File: src/rtl/cpu_pkg.sv
// Shared types and sizes for the register write-back path.
package cpu_pkg;

  localparam int DATA_W  = 16;
  localparam int ADDR_W  = 16;
  localparam int NREGS   = 8;
  localparam int REG_ACC = 0;
  localparam int QDEPTH  = 2;
  localparam int IDX_W   = $clog2(NREGS);

  typedef struct packed {
    logic [ADDR_W-1:0] addr;
    logic [DATA_W-1:0] data;
  } wr_req_t;

  typedef enum logic [1:0] {
    Q_EMPTY = 2'd0,
    Q_ONE   = 2'd1,
    Q_FULL  = 2'd2
  } q_state_t;

endpackage

File: src/rtl/wb_queue.sv
// Two-entry FIFO of register write requests; both slots are exposed for forwarding.
module wb_queue
  import cpu_pkg::*;
(
  input  logic       clk,
  input  logic       rst,
  input  logic       push,
  input  wr_req_t    push_req,
  input  logic       pop,
  output logic [1:0] count,
  output wr_req_t    ent0,
  output wr_req_t    ent1,
  output logic       vld0,
  output logic       vld1
);

  q_state_t state, state_nxt;

  always_ff @(posedge clk) begin
    if (rst) state <= Q_EMPTY;
    else     state <= state_nxt;
  end

  always_comb begin
    state_nxt = state;
    case (state)
      Q_EMPTY: if (push) state_nxt = Q_ONE;
      Q_ONE: begin
        if (push && !pop)      state_nxt = Q_FULL;
        else if (pop && !push) state_nxt = Q_EMPTY;
      end
      Q_FULL:  if (pop) state_nxt = Q_ONE;
      default: state_nxt = Q_EMPTY;
    endcase
  end

  // Slot 0 is always the head; slot 1 holds the younger entry when full.
  always_ff @(posedge clk) begin
    case (state)
      Q_EMPTY: if (push) ent0 <= push_req;
      Q_ONE: begin
        if (push && pop) ent0 <= push_req;
        else if (push)   ent1 <= push_req;
      end
      Q_FULL:  if (pop) ent0 <= ent1;
      default: ;
    endcase
  end

  assign count = state;
  assign vld0  = (state != Q_EMPTY);
  assign vld1  = (state == Q_FULL);

endmodule

File: src/rtl/regfile_writeback.sv
// Register file with a two-deep write-back queue, forwarding reads and range-checked writes.
module regfile_writeback
  import cpu_pkg::*;
(
  input  logic              clk,
  input  logic              rst,
  input  logic              wr_valid,
  output logic              wr_ready,
  input  logic [ADDR_W-1:0] wr_regaddr,
  input  logic [DATA_W-1:0] wr_data,
  input  logic              wb_en,
  input  logic [ADDR_W-1:0] rd1_regaddr,
  input  logic [ADDR_W-1:0] rd2_regaddr,
  output logic [DATA_W-1:0] rd1_data,
  output logic [DATA_W-1:0] rd2_data,
  output logic [DATA_W-1:0] acc_data,
  output logic [1:0]        pending,
  output logic              addr_err
);

  logic [DATA_W-1:0] regs [NREGS];
  logic              accept, in_range, push, pop;
  wr_req_t           push_req, ent0, ent1;
  logic              vld0, vld1;
  logic [1:0]        count;

  function automatic logic [DATA_W-1:0] read_port(
    input logic [ADDR_W-1:0] addr,
    input logic [DATA_W-1:0] reg_val,
    input wr_req_t           e0,
    input logic              v0,
    input wr_req_t           e1,
    input logic              v1
  );
    if (addr >= ADDR_W'(NREGS)) return '0;
    if (v1 && e1.addr == addr)  return e1.data;
    if (v0 && e0.addr == addr)  return e0.data;
    return reg_val;
  endfunction

  assign wr_ready      = (count != 2'(QDEPTH));
  assign accept        = wr_valid && wr_ready;
  assign in_range      = (wr_regaddr < ADDR_W'(NREGS));
  assign push          = accept && in_range;
  assign pop           = wb_en && vld0;
  assign push_req.addr = wr_regaddr;
  assign push_req.data = wr_data;

  wb_queue u_queue (
    .clk      (clk),
    .rst      (rst),
    .push     (push),
    .push_req (push_req),
    .pop      (pop),
    .count    (count),
    .ent0     (ent0),
    .ent1     (ent1),
    .vld0     (vld0),
    .vld1     (vld1)
  );

  // Commit stage: queue head lands in the array on the write-back strobe.
  always_ff @(posedge clk) begin
    if (rst) begin
      for (int i = 0; i < NREGS; i++) regs[i] <= '0;
      addr_err <= 1'b0;
    end else begin
      if (pop) regs[ent0.addr[IDX_W-1:0]] <= ent0.data;
      addr_err <= accept && !in_range;
    end
  end

  assign rd1_data = read_port(rd1_regaddr, regs[rd1_regaddr[IDX_W-1:0]], ent0, vld0, ent1, vld1);
  assign rd2_data = read_port(rd2_regaddr, regs[rd2_regaddr[IDX_W-1:0]], ent0, vld0, ent1, vld1);
  assign acc_data = regs[REG_ACC];
  assign pending  = count;

endmodule

File: config.mk
export PLATFORM = sky130hd
export DESIGN_NAME = regfile_writeback
export DESIGN_NICKNAME = d
export VERILOG_FILES = /design/src/rtl/cpu_pkg.sv /design/src/rtl/wb_queue.sv /design/src/rtl/regfile_writeback.sv
export SDC_FILE = /design/constraint.sdc
export NUM_CORES = 1
export LEC_CHECK = 0
export ABC_CLOCK_PERIOD_IN_PS = 10650
export CELL_PAD_IN_SITES_DETAIL_PLACEMENT = 1
export CELL_PAD_IN_SITES_GLOBAL_PLACEMENT = 1
export CORE_MARGIN = 4
export CORE_UTILIZATION = 45
export CTS_CLUSTER_DIAMETER = 200
export DETAILED_ROUTE_END_ITERATION = 7
export PLACE_DENSITY = 0.8
export SLEW_MARGIN = 40
export SYNTH_ARGS = -nofsm -noshare
export SYNTH_HDL_FRONTEND = slang
export SYNTH_SLANG_ARGS = --single-unit
File: constraint.sdc
create_clock -name clk -period 10.65 [get_ports clk]
set_input_delay 2.13 -clock clk [delete_from_list [all_inputs] [get_ports clk]]
set_output_delay 2.13 -clock clk [all_outputs]
set_load 0.05 [all_outputs]
==> impl_metrics.ini <==
[outcome]
outcome = completed

[critical_path]
cp.arrival_ns = 5.68
r2r_setup_slack_ns = 8.13
worstSetupPathType = input pin to output port
cp-start-kind = input pin
reg2regPathDepth = 6
path_buf_inv = 2
r2r-start = u_queue.count[0]$_SDFFE_PP0P_
r2r_end = regs[1][3]$_SDFFCE_PN0P_
cp_max_fo = 16
crit_family = simple AND/OR/NAND/NOR gates
slowest_delay_ns = 0.90
critPathCaptureType = output port
cpMostUsedCell = clkdlybuf4s50_1
cp_cell_sequence = clkdlybuf4s50_1, or4_1, nor4_2, or4b_1, o32ai_1, clkdlybuf4s50_1
critical_path_required_ns = 8.52
cp_slowest_cell = clkdlybuf4s50_1

[cts]
clock_path_buffers = 2
clk_pin_slew_worst_paths_ns = 0.07
post-cts-setup-buffer-count = 0
hold_buffers = 0
cts_resized = 0
clkSinkCount = 195
cts_inserted_buffers = 17
root_buffer = clkbuf_16
clk_latency_ns = 0.45
cts_tree = yes
h-tree-depth = 4

[detailed_routing]
ant_nets = 0
drtIter0Drc = 612
dr_total_vias = 7463
wirelength_um = 32800
wire_per_inst_um = 26.3
vias_per_cell = 5.99
route.detailed.drc = 0
drt_first_pass_iters = 4

[die]
rows = 56
core_sq_mm = 0.0235
initial_utilization_pct = 45.6
dieHeight_um = 162
die_w_um = 162
pin_count = 120
die_area_sq_mm = 0.0263

[power_and_ir_drop]
swShare_pct = 25.3
peakVddDrop_mv = 0.0927
leakage_nw = 4.46
comb_power_share_pct = 10.0
pwr-share-seq_pct = 51.8
p_total_mw = 1.67
p_per_area_mw_per_mm2 = 131
p_switching_uw = 424
clockPowerShare_pct = 38.2
p_int_mw = 1.25

[sta]
drv_slew = 0
post-route-period-util_pct = 73.3
hold_viol = 0
setup_ws_ns = 2.84
rsz0062_at_grt = no
clock.fmax_mhz = 128
setup_violations = 0
finClkSkew_ns = 0.0129
layout_min_cycle_time_ns = 7.81
fin_tns_setup_ns = 0
tightest_slew_ns = 0.760
holdWs_ns = 0.620
slew_headroom_pct = 49.2

[synth]
synth-simple-area-share_pct = 15.4
syn_area_per_cell_sq_um = 13.1
synth_adder_area_share_pct = 0
synth_top_family_by_area = multiplexers
yosys.area.top_type = edfxtp_1
synth-seq-cells = 195
synth.area.mux_share_pct = 16.8
synth_cell_types = 34
ys_top_cells_by_area = edfxtp_1 (54%), mux4_2 (13%), and2_1 (7.6%), xor2_1 (4.9%), mux2_2 (3.4%)
synthXorXnorAreaFrac_pct = 5.31
synth_area_sq_mm = 0.0107
netlist.area_leader.share_pct = 53.8
ys_warn_count = 0
synth_fp_nets = 883
synth-compound-area-share_pct = 5.19
ys_seq_area_share_pct = 54.4
synth_ff_type = edfxtp_1
yosysMostFrequentCell = edfxtp_1
async_flop_share_pct = 0
synth_edf_count = 192
synthTopCellsByCount = edfxtp_1 (192), and2_1 (130), nand2_1 (70), mux4_2 (64), xor2_1 (60)
syn_inst = 815

[layout]
diodes = 0
layout-drive-gt1-share_pct = 17.7
fin_nets = 982
utilization_pct = 54.4
stdcell_count = 1246
stdcell_area_sq_mm = 0.0128
n_fill_cell = 2363
syn2layout_area_growth_pct = 19.3

[job]
max_cap_viol_count = 0

[global_route]
grt_max_degree = 55
grt_pass1_vias = 8260
grt_overflow = 0
antenna_found_initial = 0
grt_pass1_wl_um = 49400
grt_usage_pct = 25.5

[min_path]
min_path_type = flop to flop
hp-start = u_queue.ent1[22]$_DFFE_PP_
worstHoldPathCells = 2
holdPathEnd = u_queue.ent0[22]$_DFFE_PP_

[place]
hpwl_um = 22800
placed_cell_area_sq_mm = 0.0122
portBuffers = 119
placedCellCount = 1214
dpl_worst_slack_ns = 2.87
gp_congestion = 0.840
==> cell usage in the layout, fill, tap and decap left out, types with 4 or more instances in the layout <==
master and n:
or2_2 8, nor4_1 15, edfxtp_1 192, a21oi_1 34, nor3_1 42, nand4_1 4, nor2_1 10, mux2_2 32
inv_8 6, buf_2 4, o32ai_1 32, buf_4 17, o21ai_0 17, mux4_2 64, clkbuf_16 17, nand2_1 70
xor2_1 60, inv_1 16, clkdlybuf4s50_1 114, and2_1 130, xnor2_1 5, nand2b_1 4
==> power by group through the flow <==
stage	clock network (mW)	registers [mW]	logic (mW)
6_report	0.639	0.867	0.167
5_1_grt	0.676	0.869	0.176
4_1_cts	0.645	0.867	0.169
3_5_place_dp	0	0.884	0.169
3_3_place_gp	0	0.882	0.164
2_1_floorplan	0	0.888	0.0879
==> kinds of logic after synthesis <==
| family | after synthesis |
|---|---|
| xor+xnor | 65 |
| simple gates | 300 |
| mux | 96 |
| buf+inv | 73 |
| flops | 195 |
| compound gates | 86 |
==> sequential cells by signal, summed over array words and instances, names as in the netlist <==
name / count
u_queue.ent0: 32
u_queue.ent1: 32
u_queue.count: 2
addr_err: 1
regs: 128
==> worst reg2reg max path: stages, from the launching register on <==
cell and delay (ns):
dfxtp_1 0.49, nor2_1 0.20, nor3b_1 0.31, nand2_1 0.17
nor3_1 0.17, buf_4 0.28, or2_2 0.53
==> metal layers <==
layer,GRT usage (%),share of wire (%),vias up
li1,-,-,3278
met1,30.8,38,3779
met2,44.1,51,327
met3,4.16,5.6,79
met4,13.2,5.1,0
met5,0,0,-
==> worst max-delay path by stage <==
| stage | startpoint | end | slack [ns] | depth (start not counted) |
|---|---|---|---|---|
| 2_1_floorplan | rd1_regaddr[0] | rd1_data[10] | 3.82 | 8 |
| 3_3_place_gp | rd1_regaddr[2] | rd1_data[7] | 2.51 | 7 |
| 3_5_place_dp | rd2_regaddr[3] | rd2_data[5] | 2.87 | 6 |
| 4_1_cts | rd2_regaddr[3] | rd2_data[5] | 2.85 | 6 |
| 5_1_grt | rd2_regaddr[0] | rd2_data[5] | 2.69 | 8 |
| 6_report | rd2_regaddr[3] | rd2_data[5] | 2.84 | 6 |
==> area by class of cell <==
class / count / area, sq um / area share (%)
Inverter: 17 / 63.8 / 0.499
Sequential cell: 195 / 5830 / 45.6
Multi-Input combinational cell: 547 / 4620 / 36.1
Clock buffer: 17 / 425 / 3.33
Tap cell: 319 / 399 / 3.12
Timing Repair Buffer: 136 / 1300 / 10.2
Clock inverter: 15 / 141 / 1.11
(Power assumes the default switching activity.)
